$ cat src/rtl/fb_kbd_fifo_stat.sv
// Buffered keyboard scan-code FIFO with a 32-bit status word and a pop-on-read data word.
// Optional interrupt output is enabled by defining FB_KBD_IRQ_EN.
module fb_kbd_fifo_stat #(
  parameter int DATA_W = 8,
  parameter int DEPTH  = 8
) (
  input  logic              clk,
  input  logic              rst,
  input  logic              av,
  input  logic [DATA_W-1:0] scan_code,
  input  logic              rd_data_en,
  input  logic              clr,
  output logic [31:0]       status,
  output logic [31:0]       data,
  output logic              irq
);

  localparam int AW = $clog2(DEPTH);
  localparam int CW = AW + 1;

  logic [DATA_W-1:0] mem [0:DEPTH-1];

  logic [AW-1:0] wr_ptr_reg, wr_ptr_next;
  logic [AW-1:0] rd_ptr_reg, rd_ptr_next;
  logic [CW-1:0] count_reg, count_next;
  logic          overrun_reg, overrun_next;
  logic          underflow_reg, underflow_next;

  logic          empty, full, valid;
  logic          do_push, do_pop;
  logic          mem_we;
  logic [AW-1:0] mem_waddr;
  logic [DATA_W-1:0] head;

  assign empty = (count_reg == '0);
  assign full  = (count_reg == CW'(DEPTH));
  assign valid = ~empty;

  always_comb begin
    wr_ptr_next    = wr_ptr_reg;
    rd_ptr_next    = rd_ptr_reg;
    count_next     = count_reg;
    overrun_next   = overrun_reg;
    underflow_next = underflow_reg;
    do_push        = 1'b0;
    do_pop         = 1'b0;
    mem_we         = 1'b0;
    mem_waddr      = wr_ptr_reg;
    if (clr) begin
      // Clear wins over the CPU read, but an arriving code is still captured at entry 0.
      rd_ptr_next    = '0;
      overrun_next   = 1'b0;
      underflow_next = 1'b0;
      mem_we         = av;
      mem_waddr      = '0;
      wr_ptr_next    = av ? AW'(1) : '0;
      count_next     = av ? CW'(1) : '0;
    end else begin
      do_pop  = rd_data_en & ~empty;
      do_push = av & (~full | do_pop);
      mem_we  = do_push;
      if (rd_data_en && empty) underflow_next = 1'b1;
      if (av && !do_push)      overrun_next   = 1'b1;
      if (do_push) wr_ptr_next = wr_ptr_reg + AW'(1);
      if (do_pop)  rd_ptr_next = rd_ptr_reg + AW'(1);
      case ({do_push, do_pop})
        2'b10:   count_next = count_reg + CW'(1);
        2'b01:   count_next = count_reg - CW'(1);
        default: count_next = count_reg;
      endcase
    end
  end

  always_ff @(posedge clk or posedge rst) begin
    if (rst) begin
      wr_ptr_reg    <= '0;
      rd_ptr_reg    <= '0;
      count_reg     <= '0;
      overrun_reg   <= 1'b0;
      underflow_reg <= 1'b0;
    end else begin
      wr_ptr_reg    <= wr_ptr_next;
      rd_ptr_reg    <= rd_ptr_next;
      count_reg     <= count_next;
      overrun_reg   <= overrun_next;
      underflow_reg <= underflow_next;
    end
  end

  // Storage is not reset; count gates every read so stale entries are never visible.
  always_ff @(posedge clk) begin
    if (mem_we) mem[mem_waddr] <= scan_code;
  end

  assign head = mem[rd_ptr_reg];

  genvar gi;
  generate
    for (gi = 0; gi < 32; gi++) begin : g_data
      if (gi < DATA_W) begin : g_bit
        assign data[gi] = valid & head[gi];
      end else begin : g_pad
        assign data[gi] = 1'b0;
      end
    end
  endgenerate

  assign status = {16'b0, 8'(count_reg), 4'b0, underflow_reg, overrun_reg, full, valid};

`ifdef FB_KBD_IRQ_EN
  logic irq_reg;
  always_ff @(posedge clk or posedge rst) begin
    if (rst) irq_reg <= 1'b0;
    else     irq_reg <= valid | overrun_reg;
  end
  assign irq = irq_reg;
`else
  assign irq = 1'b0;
`endif

endmodule

$ cat config.mk
export PLATFORM = sky130hd
export DESIGN_NAME = fb_kbd_fifo_stat
export DESIGN_NICKNAME = d
export VERILOG_FILES = /design/src/rtl/fb_kbd_fifo_stat.sv
export SDC_FILE = /design/constraint.sdc
export NUM_CORES = 1
export LEC_CHECK = 0
export ABC_CLOCK_PERIOD_IN_PS = 5300
export BUFFER_PORTS_ARGS = -buffer_cell sky130_fd_sc_hd__buf_2
export CORE_ASPECT_RATIO = 0.6
export CORE_MARGIN = 4
export CORE_UTILIZATION = 59
export CTS_CLUSTER_SIZE = 16
export DETAILED_ROUTE_END_ITERATION = 8
export PLACE_DENSITY = 0.88
export SLEW_MARGIN = 20
export SYNTH_ARGS = -nofsm -noshare
export SYNTH_HDL_FRONTEND = slang
export SYNTH_SLANG_ARGS = --single-unit
$ cat constraint.sdc
create_clock -name clk -period 5.3 [get_ports clk]
set_input_delay 0.53 -clock clk [delete_from_list [all_inputs] [get_ports clk]]
set_output_delay 0.53 -clock clk [all_outputs]
set_load 0.02 [all_outputs]
==> metrics.yaml, run 1 <==
status: "completed"
fp.dieArea_um2: 7700
vias_per_cell: 5.43
hp-class: "input port to asynchronous set/reset pin"
critPathArrivalTime_ns: 3.00
synthFlopType: "edfxtp_1"
clock_latency_ns: 0.34
fin_crit_ns: 2.75
switching_share: 0.331
async_flop_share: 0.158
grt_first_pass_wirelength_mm: 10.0
top_layer: "met4"
die_y_um: 69.6
powerDensity_nw_per_um2: 385
syn2layout_area_growth_pct: 4.13
drt_iter0_drc: 147
grt_use_total: 0.171
postCtsResizedCells: 0
wl_met1_mm: 2.58
post-dp-hpwl_mm: 4.44
cts_tree: "done"
gp_congestion: 0.777
rows: 22
synth_cells: 263
fin_util: 0.636
final.setup.worst_slack_ns: 2.55
synth-seq-area-share: 0.596
drt_wl_total_mm: 6.43
cts_sinks: 76
startpoint: "count_reg[1]$_DFFE_PP0P_"
port_buffers: 28
r2r-end: "count_reg[1]$_DFFE_PP0P_"
ctsHoldBuffers: 0
grt_pass1_vias: 1859
ios: 78
p_int_mw: 1.00
routedWlPerCell_um: 17.1
clk_pin_slew_ns: 0.07
pre_cts_slack_ns: 2.26
cp-end-kind: "flop"
dp.cells: 360
layout.cells.non_filler: 376
cts_made_buffers: 9
diodes: 0
grt_max_degree: 21
wl_met2_mm: 3.08
yosysTopAreaCell: "edfxtp_1"
crit_type: "flop to flop"
synth_cell_type_count: 41
drv_cap: 0
synth_edf_count: 64
synth.ff_latch_count: 76
post_cts_buffers: 0
worstPathRequired_ns: 5.55
die_w_um: 111
finalHoldViolCount: 0
netlist_area_um2: 3730
max_freq_ghz: 0.364
worst_r2r_path_depth: 6
synth_area_leaders: "edfxtp_1, buf_4, mux4_2"
cts_max_path_buffers: 2
final-max-slew-violation-count: 0
r2r_setup_slack_ns: 2.55
core-area_um2: 6110
rsz0062_at_grt: "no"
r2r_start: "count_reg[1]$_DFFE_PP0P_"
worst_slew_pin_slew_ns: 0.838
nNetsFinal: 305
crit_path_max_fanout: 12
synth_warnings: 0
ir_drop_mv: 0.188
fin_crit_sh: 0.519
largest_reg_flops: 64
start_util: 0.610
htreeDepth: 3
ant_nets: 0
setup_violations: 0
synth_most_common_cell: "edfxtp_1"
grt_antenna_before_repair: 0
seqPwrFrac: 0.502
p_comb_frac: 0.259
drcViolationCount: 0
first_pass_iters: 4
endpoint: "count_reg[1]$_DFFE_PP0P_"
clock_skew_ns: 0.00482
cts_root_buffer: "clkbuf_8"
drive_above_1_share: 0.229
grt_overflow: 0
yosys.area.top_type_share: 0.515
relSlewSlack: 0.439
power_frac_clock: 0.239
yosys-top-cells-count: "edfxtp_1, buf_4, nor2_1"
syn_area_per_cell_um2: 14.2
switchingPower_mw: 0.495
vias: 2042
cp-start-kind: "flop"
wl_met3_um: 713
p_leak_nw: 1.46
tns_ns: 0
metal layers:
metal	track usage	vias to the layer above
met3	0.0636	9
met1	0.234	1015
met2	0.258	100
met5	0	-
li1	-	918
met4	0.0492	0
power groups by stage:
stage	combinational (mW)	clock [mW]	sequential, mW
after global placement	0.371	0	0.756
after detailed placement	0.381	0	0.761
after CTS	0.384	0.368	0.748
final	0.388	0.358	0.750
after global routing	0.417	0.398	0.762
after floorplan	0.358	0	0.723
area by class of cell:
cell class                 instances  area (µm²)
clock buffer                      10         128
multi-input combinational        164        1210
fill                             467        2230
tap                               84         105
clock inverter                     6        31.3
inverter                           4        15.0
sequential                        76        2220
timing repair buffer              32         170
cell families after synthesis:
| family | count (synthesis) | share of synthesized area |
|---|---|---|
| AO/OA/AOI/OAI | 27 | 0.0510 |
| XOR/XNOR | 5 | 0.0117 |
| adder cells (fa/ha/maj) | 5 | 0.0188 |
| buffers and inverters | 71 | 0.132 |
| flip-flops | 76 | 0.596 |
| multiplexers | 25 | 0.121 |
| other | 1 | 0.00101 |
| AND/OR/NAND/NOR | 53 | 0.0691 |
stage by stage:
| step | cell area, µm² | power, mW | hold slack (ns) |
|---|---|---|---|
| after global routing | 3880 | 1.58 | 0.222 |
| after floorplan | 3910 | 1.08 | 0.395 |
| after CTS | 3870 | 1.50 | 0.196 |
| final | 3880 | 1.50 | 0.200 |
| after global placement | 3710 | 1.13 | 0.478 |
| after detailed placement | 3710 | 1.14 | 0.501 |
how the worst min path moves through the flow:
stage | startpoint | endpoint | slack (ns) | cells after the start
6_report | rst | count_reg[3]$_DFFE_PP0P_ | 0.20 | 2
3_5_place_dp | overrun_reg$_DFFE_PP0P_ | overrun_reg$_DFFE_PP0P_ | 0.50 | 2
4_1_cts | rst | underflow_reg$_DFFE_PP0P_ | 0.20 | 2
5_1_grt | rst | underflow_reg$_DFFE_PP0P_ | 0.22 | 2
3_3_place_gp | overrun_reg$_DFFE_PP0P_ | overrun_reg$_DFFE_PP0P_ | 0.48 | 2
2_1_floorplan | rst | count_reg[0]$_DFFE_PP0P_ | 0.39 | 1
cells in the final DEF (no fill, tap or decap), types with 2 or more instances in the layout:
cell type,count
a21oi_1,6
nand2b_1,3
dfrtp_1,11
buf_4,4
nor3_1,6
nand3_1,5
o21ai_1,2
o211ai_1,2
edfxtp_1,64
mux2i_1,9
o21bai_1,2
xor2_1,3
o21ai_0,3
and2_1,2
buf_2,28
conb_1,49
xnor2_1,2
ha_1,4
clkinv_1,3
inv_1,4
nor2_1,23
o311a_1,2
clkinvlp_4,2
a211oi_1,2
a31oi_1,2
nand2_1,7
clkbuf_8,9
o211ai_2,2
mux4_2,16
worst max-delay path, stage by stage, from the launching register on:
cell and delay [ns]:
dfrtp_1 0.53, nor4_4 0.74, nor2_1 0.26, fa_1 0.57, nand2_1 0.05, or3_1 0.33, a31oi_1 0.18
(Power assumes the default switching activity.)
==> run 2, diff against run 1 <==
ABC_CLOCK_PERIOD_IN_PS = 2700   (was 5300)
CORE_UTILIZATION = 55   (was 59)
PLACE_DENSITY = 0.83   (was 0.88)
clock period = 2.7 ns   (was 5.3 ns; I/O delays follow)
==> run 2 against run 1 <==
Cell count increased by 2.4%; critical endpoint is now data[4]; largest power group unchanged; sequential share of layout area decreased by 3.3 points; setup slack got worse by 2.1 ns; non-clock buffer count increased by 9; highest routed layer unchanged; clock power increased to 3.5 times the previous value; wire length increased by 8.2%; critical path type is now flop to primary output.
==> metrics.yaml, run 2 (synthesis results as in run 1) <==
crit_path_max_fanout: 15  # +3
cts_tree: "done"
cts_made_buffers: 9  # unchanged
gp_congestion: 0.835  # +7.4%
crit_type: "flop to primary output"
relSlewSlack: 0.479  # +0.0398
postCtsResizedCells: 0  # unchanged
dpl_cell_area_um2: 3770  # +1.6%
grt_overflow: 0  # unchanged
vias: 2032  # -0.49%
htreeDepth: 3  # unchanged
core-area_um2: 6330  # +3.6%
critPathArrivalTime_ns: 1.99  # -1.01 ns
cp-start-kind: "flop"
fin_area_um2: 4120  # +6.1%
cts_max_path_buffers: 2  # unchanged
ant_nets: 0  # unchanged
cts_sinks: 76  # unchanged
largest_reg_flops: 64  # unchanged
status: "completed"
cts_root_buffer: "clkbuf_16"
grt_max_degree: 20  # -4.8%
powerDensity_nw_per_um2: 855  # +120%
final_common_cell: "edfxtp_1"
port_buffers: 28  # unchanged
hp-class: "input port to flop"
first_pass_iters: 4  # unchanged
final-max-slew-violation-count: 0  # unchanged
layout.cells.non_filler: 385  # +2.4%
routedWlPerCell_um: 18.1  # +5.7%
drv_cap: 0  # unchanged
p_leak_nw: 1.59  # +8.9%
fin_crit_sh: 0.837
pre_cts_slack_ns: 0.385  # -1.87 ns
clock_skew_ns: 0.00445  # -0.000378 ns
fillers: 445  # -4.7%
drive_above_1_share: 0.262  # +0.0330
die_w_um: 114  # +3.3%
grt_pass1_vias: 1844  # -0.81%
die_y_um: 71.8  # +3.2%
grt_antenna_before_repair: 0  # unchanged
drcViolationCount: 0  # unchanged
finalHoldViolCount: 0  # unchanged
ios: 78  # unchanged
grt_first_pass_wirelength_mm: 10.4  # +3.2%
dp.cells: 368  # +2.2%
final.setup.worst_slack_ns: 0.441  # -2.11 ns
cp-end-kind: "primary output"
drt_wl_total_mm: 6.96  # +8.2%
grt_use_total: 0.173  # +0.00271
post_cts_buffers: 0  # unchanged
fin_crit_ns: 2.26
rsz0062_at_grt: "no"
vias_per_cell: 5.28  # -2.8%
clk_pin_slew_ns: 0.06  # about the same
ir_drop_mv: 0.419  # +120%
start_util: 0.589  # -0.0212
syn2layout_area_growth_pct: 10.5
max_freq_ghz: 0.443
worst_slew_pin_slew_ns: 0.778  # -0.0608 ns
fp.dieArea_um2: 8210  # +6.6%
nNetsFinal: 314  # +3.0%
diodes: 0  # unchanged
final_cell_mix: "edfxtp_1, conb_1, buf_2"
post-dp-hpwl_mm: 4.81  # +8.2%
tns_ns: 0  # unchanged
clock_latency_ns: 0.33  # about the same
drt_iter0_drc: 167  # +14%
worstPathRequired_ns: 2.43  # -3.12 ns
setup_violations: 0  # unchanged
rows: 22  # unchanged
-- run 2: changes by cell type in the layout (fill, tap and decap cells not counted), moves of 2 or more --
cell / delta
nor3_2: +3
clkbuf_8: -8
buf_4: +8
clkinv_1: -3
bufinv_16: +2
clkinvlp_4: -2
clkbuf_16: +9
nor3_1: -3
-- run 2: worst paths after layout --
| path | from | to | slack (ns) | depth (start not counted) |
|---|---|---|---|---|
| worst max-delay path | rd_ptr_reg[1]$_DFFE_PP0P_ | data[4] | 0.44 | 5 |
| worst min-delay path | scan_code[4] | mem[1][4]$_DFFE_PP_ | 0.22 | 1 |
| worst max register to register | count_reg[1]$_DFFE_PP0P_ | count_reg[1]$_DFFE_PP0P_ | 0.57 | 7 |
| worst min register to register | overrun_reg$_DFFE_PP0P_ | overrun_reg$_DFFE_PP0P_ | 0.50 | 2 |
| max in group asynchronous | rst | count_reg[0]$_DFFE_PP0P_ | 1.85 | 3 |
| min in group asynchronous | rst | wr_ptr_reg[0]$_DFFE_PP0P_ | 0.51 | 3 |
-- run 2: routing by layer --
layer,vias up,global-route usage,wire (µm)
met2,107,0.252,3310
li1,935,-,-
met4,0,0.0316,11
met3,2,0.0793,834
met5,-,0,0
met1,988,0.244,2810
-- run 2: power breakdown --
| part | switching (mW) | internal (mW) | total, mW |
|---|---|---|---|
| Clock | 0.423 | 0.834 | 1.26 |
| Combinational | 0.531 | 0.341 | 0.871 |
| Sequential | 0.0628 | 1.33 | 1.39 |
-- run 2: layout make-up --
cell class | count | area [µm²] | area share
well taps | 84 | 105 | 0.0255
multi-input cells | 164 | 1220 | 0.295
flip-flops and latches | 76 | 2220 | 0.539
repair buffers | 41 | 240 | 0.0583
clock buffers | 12 | 246 | 0.0598
inverters | 4 | 15.0 | 0.00364
clock inverters | 4 | 73.8 | 0.0179
-- run 2: repair_timing --
item | in CTS | in global routing
endpoints found under the setup margin | 0 | 0
endpoints found under the hold margin | 12 | 0
hold buffers | 1 | 0
-- run 2: metrics by stage --
step                power, mW  hold slack [ns]   util
global placement         2.26            0.313  0.596
finish                   3.52            0.222  0.651
detailed placement       2.29            0.322  0.596
CTS                      3.55            0.212  0.648
global route             3.69            0.221  0.651
floorplan                2.12            0.135      -
-- run 2: critical path, cell delays in order (launching register included) --
cell and delay, ns:
dfrtp_1 0.76, buf_4 0.26, mux4_2 0.30, mux2i_1 0.14, nor2_1 0.05, buf_2 0.15
